--- src/rtl/mem_pkg.sv ---
// Shared definitions for the data-memory access path: access sizes and word geometry.
package mem_pkg;

    typedef enum logic [1:0] {
        SZ_BYTE = 2'd0,
        SZ_HALF = 2'd1,
        SZ_WORD = 2'd2
    } mem_size_t;

    localparam int WORD_BYTES = 4;
    localparam int LANE_W     = $clog2(WORD_BYTES);

    // Size 3 is never aligned; halves need an even address, words a multiple of four.
    function automatic logic is_aligned(input logic [1:0] size, input logic [LANE_W-1:0] lane);
        logic ok;
        if (size == SZ_BYTE) begin
            ok = 1'b1;
        end else if (size == SZ_HALF) begin
            ok = ~lane[0];
        end else if (size == SZ_WORD) begin
            ok = (lane == 2'd0);
        end else begin
            ok = 1'b0;
        end
        return ok;
    endfunction

endpackage

--- src/rtl/byte_lane_merge.sv ---
// Combinational lane logic: extracts and extends a load from a word, and inserts
// right-justified store data into the addressed lane(s) of an existing word.
module byte_lane_merge
    import mem_pkg::*;
(
    input  logic [31:0] word_in,
    input  logic [31:0] wdata,
    input  logic [1:0]  lane,
    input  logic [1:0]  size,
    input  logic        sign_ext,
    output logic [31:0] load_val,
    output logic [31:0] store_word
);

    logic [7:0]  byte_sel;
    logic [15:0] half_sel;

    // Lane selection, extension and insertion
    always_comb begin
        byte_sel   = 8'h00;
        half_sel   = lane[1] ? word_in[31:16] : word_in[15:0];
        load_val   = word_in;
        store_word = word_in;

        case (lane)
            2'd0:    byte_sel = word_in[7:0];
            2'd1:    byte_sel = word_in[15:8];
            2'd2:    byte_sel = word_in[23:16];
            2'd3:    byte_sel = word_in[31:24];
            default: byte_sel = 8'h00;
        endcase

        case (size)
            SZ_BYTE: begin
                load_val = {{24{sign_ext & byte_sel[7]}}, byte_sel};
                case (lane)
                    2'd0:    store_word[7:0]   = wdata[7:0];
                    2'd1:    store_word[15:8]  = wdata[7:0];
                    2'd2:    store_word[23:16] = wdata[7:0];
                    2'd3:    store_word[31:24] = wdata[7:0];
                    default: store_word        = word_in;
                endcase
            end
            SZ_HALF: begin
                load_val = {{16{sign_ext & half_sel[15]}}, half_sel};
                if (lane[1]) begin
                    store_word[31:16] = wdata[15:0];
                end else begin
                    store_word[15:0] = wdata[15:0];
                end
            end
            default: begin
                load_val   = word_in;
                store_word = wdata;
            end
        endcase
    end

endmodule

--- src/rtl/mem_access_ctrl.sv ---
// MEM-stage initiator for the word-wide data SRAM: loads, word stores and
// read-modify-write sub-word stores, with pipeline stall and misalignment reporting.
module mem_access_ctrl
    import mem_pkg::*;
#(
    parameter int ADDR_W = 14
) (
    input  logic              clk,
    input  logic              reset,
    input  logic              req,
    input  logic              we_req,
    input  logic [1:0]        size,
    input  logic              sign_ext,
    input  logic [31:0]       addr,
    input  logic [31:0]       wdata,
    output logic              busy,
    output logic              done,
    output logic [31:0]       rdata,
    output logic              misalign,
    output logic [ADDR_W-1:0] mem_addr,
    output logic              mem_we,
    output logic [31:0]       mem_wd,
    input  logic [31:0]       mem_rd
);

    typedef enum logic [2:0] {
        ST_IDLE   = 3'd0,
        ST_ACCESS = 3'd1,
        ST_READ   = 3'd2,
        ST_WRITE  = 3'd3,
        ST_DONE   = 3'd4
    } state_t;

    state_t      state_q;
    state_t      state_d;
    logic        we_q;
    logic [1:0]  size_q;
    logic        sign_ext_q;
    logic [1:0]  lane_q;
    logic [31:0] wdata_q;
    logic        aligned;
    logic        accept;
    logic [31:0] load_val;
    logic [31:0] store_word;
    logic        unused_addr_bits;

    assign aligned          = is_aligned(size, addr[1:0]);
    assign accept           = (state_q == ST_IDLE) & req & aligned;
    assign unused_addr_bits = ^addr[31:ADDR_W+2];

    byte_lane_merge u_merge (
        .word_in    (mem_rd),
        .wdata      (wdata_q),
        .lane       (lane_q),
        .size       (size_q),
        .sign_ext   (sign_ext_q),
        .load_val   (load_val),
        .store_word (store_word)
    );

    // State register
    always_ff @(posedge clk or negedge reset) begin
        if (!reset) begin
            state_q <= ST_IDLE;
        end else begin
            state_q <= state_d;
        end
    end

    // Next state and stall/strobe decoding
    always_comb begin
        state_d  = state_q;
        busy     = 1'b0;
        done     = 1'b0;
        misalign = 1'b0;
        mem_we   = 1'b0;
        case (state_q)
            ST_IDLE: begin
                if (req && aligned) begin
                    busy    = 1'b1;
                    state_d = (we_req && (size != SZ_WORD)) ? ST_READ : ST_ACCESS;
                end else if (req) begin
                    misalign = 1'b1;
                end else begin
                    state_d = ST_IDLE;
                end
            end
            ST_ACCESS: begin
                busy    = 1'b1;
                mem_we  = we_q;
                state_d = ST_DONE;
            end
            ST_READ: begin
                busy    = 1'b1;
                state_d = ST_WRITE;
            end
            ST_WRITE: begin
                busy    = 1'b1;
                mem_we  = 1'b1;
                state_d = ST_DONE;
            end
            ST_DONE: begin
                done    = 1'b1;
                state_d = ST_IDLE;
            end
            default: begin
                state_d = ST_IDLE;
            end
        endcase
    end

    // Request capture, SRAM address/data and load result registers
    always_ff @(posedge clk or negedge reset) begin
        if (!reset) begin
            we_q       <= 1'b0;
            size_q     <= 2'd0;
            sign_ext_q <= 1'b0;
            lane_q     <= 2'd0;
            wdata_q    <= 32'h0000_0000;
            mem_addr   <= '0;
            mem_wd     <= 32'h0000_0000;
            rdata      <= 32'h0000_0000;
        end else begin
            if (accept) begin
                we_q       <= we_req;
                size_q     <= size;
                sign_ext_q <= sign_ext;
                lane_q     <= addr[1:0];
                wdata_q    <= wdata;
                mem_addr   <= addr[ADDR_W+1:2];
                // A word store drives its data straight out in ACCESS
                if (we_req && (size == SZ_WORD)) begin
                    mem_wd <= wdata;
                end
            end
            if ((state_q == ST_ACCESS) && !we_q) begin
                rdata <= load_val;
            end
            // Merge the old word with the new lane(s) so WRITE sees the final word
            if (state_q == ST_READ) begin
                mem_wd <= store_word;
            end
        end
    end

endmodule

--- config.mk ---
export PLATFORM = sky130hd
export DESIGN_NAME = mem_access_ctrl
export DESIGN_NICKNAME = d
export VERILOG_FILES = /design/src/rtl/mem_pkg.sv /design/src/rtl/byte_lane_merge.sv /design/src/rtl/mem_access_ctrl.sv
export SDC_FILE = /design/constraint.sdc
export NUM_CORES = 1
export LEC_CHECK = 0
export CAP_MARGIN = 30
export CORE_MARGIN = 4
export CORE_UTILIZATION = 48
export DETAILED_ROUTE_END_ITERATION = 16
export GPL_TIMING_DRIVEN = 0
export HOLD_SLACK_MARGIN = 0.1
export PLACE_DENSITY = 0.8
export SYNTH_ARGS = -nofsm -noshare
export SYNTH_HDL_FRONTEND = slang
export SYNTH_HIERARCHICAL = 1
export SYNTH_SLANG_ARGS = --single-unit
--- constraint.sdc ---
create_clock -name clk -period 2.5 [get_ports clk]
set_clock_uncertainty 0.15 [all_clocks]
set_input_delay 0.625 -clock clk [delete_from_list [all_inputs] [get_ports clk]]
set_output_delay 0.625 -clock clk [all_outputs]
set_load 0.05 [all_outputs]
* Word level (Yosys, flattened, before mapping) *
Index checks and enable logic that the tools add are counted.

storage, ports and cells
  flip-flop bits (word level) = 119
  output and inout port bits = 82
  word-level logic and storage cells = 68

cells by class
  equality and inequality tests = 12
  multiplexer cells = 27
  bitwise gates (word level) = 5
  reductions and logical operators = 15

operators by type and width
  operator              count
  $pmux W32 S2          2
  $mux W32              3
  $mux W16              3
  $mux W8               4
  $pmux W8 S4           1
  $pmux W3 S3           1
  $logic_not A2 Y1      4
  $mux W1               8
  $eq A2 B1 Y1 const B  3
  $eq A2 B2 Y1 const B  3
  $eq A3 B2 Y1 const B  2
  $mux W3               2
  $and A1 B1 Y1         4
  $logic_and A1 B1 Y1   4
  $pmux W1 S2           2
  $reduce_bool A2 Y1    2
  $eq A3 B1 Y1 const B  1
  $eq A3 B3 Y1 const B  1
  $logic_not A3 Y1      1
  $ne A3 B2 Y1 const B  1
  $reduce_or A3 Y1      1
  $mux W2               1
  $ne A2 B2 Y1 const B  1
  $reduce_and A2 Y1     1
  other kinds (3)       3

* Logic depth before layout (Yosys ltp) *
Gate-level depths: netlist of run 1.

  depth in word-level cells = 7
  depth in mapped cells = 8
  depth with buffers taken out = 5

* By module *
The synthesis of run 1 kept the hierarchy.

modules (own cells, without submodules)
  module           instances  cells an instance  area an instance (sq um)  sequential area each (sq um)
  mem_access_ctrl  1          338                4782.1                    2977.9
  byte_lane_merge  1          224                1617.8                    0.0

* Worst setup path after synthesis of run 1 *
Ideal clock, no wire load.

  path type = input-to-output
  start point = in addr[1]
  end point = out busy
  arrival time = 1.903 ns
  required time = 1.725 ns
  slack = -0.178 ns
  stages = 5
  path through = o21ai_0 -> a2bb2o_1 -> nand2_2 -> buf_4 -> o21ai_0

on the way
  word-level cells in the longest chain between the ends = 7

ends and longest elaborated chain
  what                 RTL line               source
  start, declared      mem_access_ctrl.sv:14  input logic [31:0] addr,
  $logic_not A2 Y1     mem_pkg.sv:21          ok = (lane == 2'd0);
  $mux W1              mem_pkg.sv:20          end else if (size == SZ_WORD) begin
  $mux W1              mem_pkg.sv:18          end else if (size == SZ_HALF) begin
  $mux W1              mem_pkg.sv:16          if (size == SZ_BYTE) begin
  $logic_and A1 B1 Y1  mem_access_ctrl.sv:79  if (req && aligned) begin
  $mux W1              mem_access_ctrl.sv:79
  $pmux W1 S2          mem_access_ctrl.sv:77  case (state_q)
  end, declared        mem_access_ctrl.sv:16  output logic busy,

No other way between the ends.

* Final worst setup path of run 1 *
  start point = in size[1]
  end point = out busy

on the way
  word-level cells in the longest chain between the ends = 7
  elaborated cells on any way between the ends = 9

ends and longest elaborated chain
  what                     RTL line               source
  start, declared          mem_access_ctrl.sv:12  input logic [1:0] size,
  $eq A2 B2 Y1             mem_pkg.sv:20
  $mux W1                  mem_pkg.sv:20
  $mux W1                  mem_pkg.sv:18
  $mux W1 (*)              mem_pkg.sv:16
  $logic_and A1 B1 Y1 (*)  mem_access_ctrl.sv:79
  $mux W1 (*)              mem_access_ctrl.sv:79
  $pmux W1 S2 (*)          mem_access_ctrl.sv:77

Mark *: on every way between the ends. The rest lies on a longest branch, timed or not.

==> impl_metrics.toml, run 1 <==
[critical_path]
criticalPathCategory = "input port to output pin"
cp_cell_sequence = "clkdlybuf4s15_1, o21ai_2, a2bb2o_4, nand2_8, o21ai_2, buf_4"
startpoint_type = "input port"
crit_family = "buffers and inverters"
critPathArrivalTime_ns = 1.68
crit_top_cell = "o21ai_2"
cp_max_fo = 5
cpPeakStageDelay_ns = 0.33
end_kind = "output pin"
critPathRequiredTime_ns = 1.73
worst-path-buf-inv = 2
slowest_stage = "clkdlybuf4s15_1"

[timing]
final_max_slew_viol_count = 0
finalHoldViolCount = 0
worst_pin_slew_ns = 0.9133
setup_violations = 0
period_needed_ns = 2.457
max_freq_mhz = 407.0
slew_headroom = 0.3826
finalCritPeriodShare = 0.9829
rsz0062_at_grt = "false"

[logic_synthesis]
synth_top_area_share = 0.4653
async_flop_share = 1.000
ys_types = 43
synth.net_count = 665
yosysWarnings = 6
synthTopCellsByCount = "dfrtp_1 (119), mux2_2 (92), mux2i_1 (75)"
synth_edf_count = 0
synth_seq_cells = 119
syn_inst = 562
ys.flop_type = "dfrtp_1"
seq_area_frac_synth = 0.4653
synth_area_um2 = 6400
yosysTopAreaCell = "dfrtp_1"
synthTopCellsByArea = "dfrtp_1 (47%), mux2_2 (16%), mux2i_1 (12%), nand2_1 (3.8%), o21ai_0 (3.0%)"
avgSynthCellArea_um2 = 11.39
yosysMostFrequentCell = "dfrtp_1"

[routing]
vias = 5425
totalWireLength_mm = 20.41
wire_per_inst_um = 21.72
drt_iter0_markers = 571
remaining_drc_errors = 0
ant_nets = 0
first_pass_iters = 6
vias_per_cell = 5.771

[cts]
htreeDepth = 4
clockBufferDepth = 2
cts_tree = "yes"
clockRootBuffer = "clkbuf_16"
numClockSinks = 119
numCtsBuffers = 17
clock_latency_ns = 0.42
path_clk_slew_ns = 0.05

[floorplan]
core_um2 = 12820
die_height_um = 123.5
row_count = 41
die_w_um = 123.5
initial_core_util = 0.4990
ios = 185
die_area_um2 = 15240

[worst_hold_path]
hold_path.class = "flop to flop"

[layout]
regArea_um2 = 2980
fillers = 956
final_nets = 858
area_growth_syn_to_layout_pct = 41.31
drive_above_1_share = 0.2344
fin_cells = 940
multi_input_area_um2 = 3232
num_antenna_cells = 0

[global_routing]
grtUsageMet3 = 0.06908
grt_pass1_wl_mm = 31.74
first_global_vias = 5718
grt.met2_usage = 0.4363
grt_usage = 0.2766
grt_busiest_layer = "met2"
overflow = 0
met1_usage = 0.3690
antenna_found_initial = 0
grt_max_degree = 69

[place]
place_inst = 903
port-buffer-count = 168
routabilityCongestion = 0.9265
post-dp-hpwl_mm = 15.09

[run]
maxCapViolations = 0

[pwr]
cellPowerDensity_nw_per_um2 = 1533
p_leak_nw = 3.944
ir_drop_v = 0.0008647
power_w = 0.01386

[status]
outcome = "completed"
-- cell families after synthesis --
| group | synth area share |
|---|---|
| flops | 0.4653 |
| compound gates | 0.1058 |
| mux | 0.2862 |
| simple gates | 0.1056 |
| buf+inv | 0.03714 |
-- sequential cells by signal, indices dropped and copies added (netlist names) --
register	cells
lane_q	2
wdata_q	32
size_q	2
mem_addr	14
we_q	1
sign_ext_q	1
rdata	32
state_q	3
mem_wd	32
-- timing repair --
action / CTS / global route
resized for setup: 32 / 4
endpoints found under the hold margin: 51 / 0
setup buffers: 3 / 2
hold buffers: 1 / 0
endpoints found under the setup margin: 4 / 3
pin swaps: 2 / 0
-- cell type report --
class	count	share of cell area
multi-input cells	397	0.3574
plain buffers	41	0.02380
repair buffers	175	0.1937
inverters	4	0.001660
flip-flops and latches	119	0.3296
well taps	172	0.02380
clock buffers	24	0.05437
clock inverters	8	0.01577
-- power breakdown --
group / leakage [nW] / total (W) / switching (W) / internal (W)
clock: 0.310 / 0.00263 / 0.000858 / 0.00177
combinational: 2.18 / 0.00771 / 0.00461 / 0.00309
sequential: 1.45 / 0.00353 / 0.000673 / 0.00286
total: 3.94 / 0.0139 / 0.00614 / 0.00772
-- layout by cell type, fill, tap and decap left out, drive strengths merged, types with 2 or more instances in the layout --
cell / instances
clkdlybuf4s50: 158
dfrtp: 119
mux2: 94
mux2i: 75
nand2: 66
o21ai: 38
clkbuf: 38
buf: 37
nand3: 23
a221o: 17
o221ai: 16
nor2: 8
and2: 8
a22o: 5
nor2b: 5
inv: 4
bufinv: 4
dlygate4sd2: 4
o22ai: 4
and3: 4
nand2b: 3
clkinv: 3
or2: 3
a211o: 3
nor3: 3
nor4b: 3
and3b: 2
o21bai: 2
or3b: 2
nand3b: 2
a21oi: 2
clkdlybuf4s15: 2
-- stage by stage --
step / hold WS (ns) / cell area [um2] / utilization / setup TNS (ns) / worst slack (ns)
3_5_place_dp: 0.3206 / 8332 / 0.6497 / -27.67 / -1.160
6_report: 0.3249 / 9044 / 0.7052 / 0 / 0.04277
2_1_floorplan: 0.1794 / 6406 / - / 0 / 0.1147
4_1_cts: 0.3323 / 9030 / 0.7041 / 0 / 0.0003934
3_3_place_gp: 0.3135 / 8303 / 0.6474 / -469.95 / -3.766
5_1_grt: 0.3521 / 9044 / 0.7052 / 0 / 0.002093
-- worst paths after layout --
| kind | slack, ns | endpoint | start | cells after the start |
|---|---|---|---|---|
| max | 0.04 | busy | size[1] | 6 |
| min | 0.32 | mem_wd[4]$_DFFE_PN0P_ | mem_wd[4]$_DFFE_PN0P_ | 2 |
| max reg2reg | 0.19 | rdata[27]$_DFFE_PN0P_ | size_q[1]$_DFFE_PN0P_ | 7 |
| min reg2reg | 0.32 | mem_wd[4]$_DFFE_PN0P_ | mem_wd[4]$_DFFE_PN0P_ | 2 |
| max in group asynchronous | 0.89 | state_q[0]$_DFFE_PN0P_ | reset | 3 |
| min in group asynchronous | 0.58 | mem_wd[6]$_DFFE_PN0P_ | reset | 2 |
-- worst register-to-register path, stage by stage (launching register included) --
cell      delay (ns)
dfrtp_1         0.33
buf_2           0.21
clkbuf_1        0.41
nor2_1          0.16
nand4_1         0.26
buf_2           0.27
nand3_1         0.11
mux2_2          0.29
-- per-layer routing --
| layer | vias to the layer above | part of all wire |
|---|---|---|
| met5 | - | 0 |
| met4 | 0 | 0.026 |
| met3 | 38 | 0.083 |
| met2 | 250 | 0.47 |
| met1 | 2677 | 0.42 |
| li1 | 2460 | - |
Note: power is estimated with default switching activity, not from simulation.
==> inputs of run 2 (changes only) <==
- GPL_ROUTABILITY_DRIVEN: default -> 1
==> results of run 2 <==
The final DEF is identical to that of run 1; final timing and power are the same.
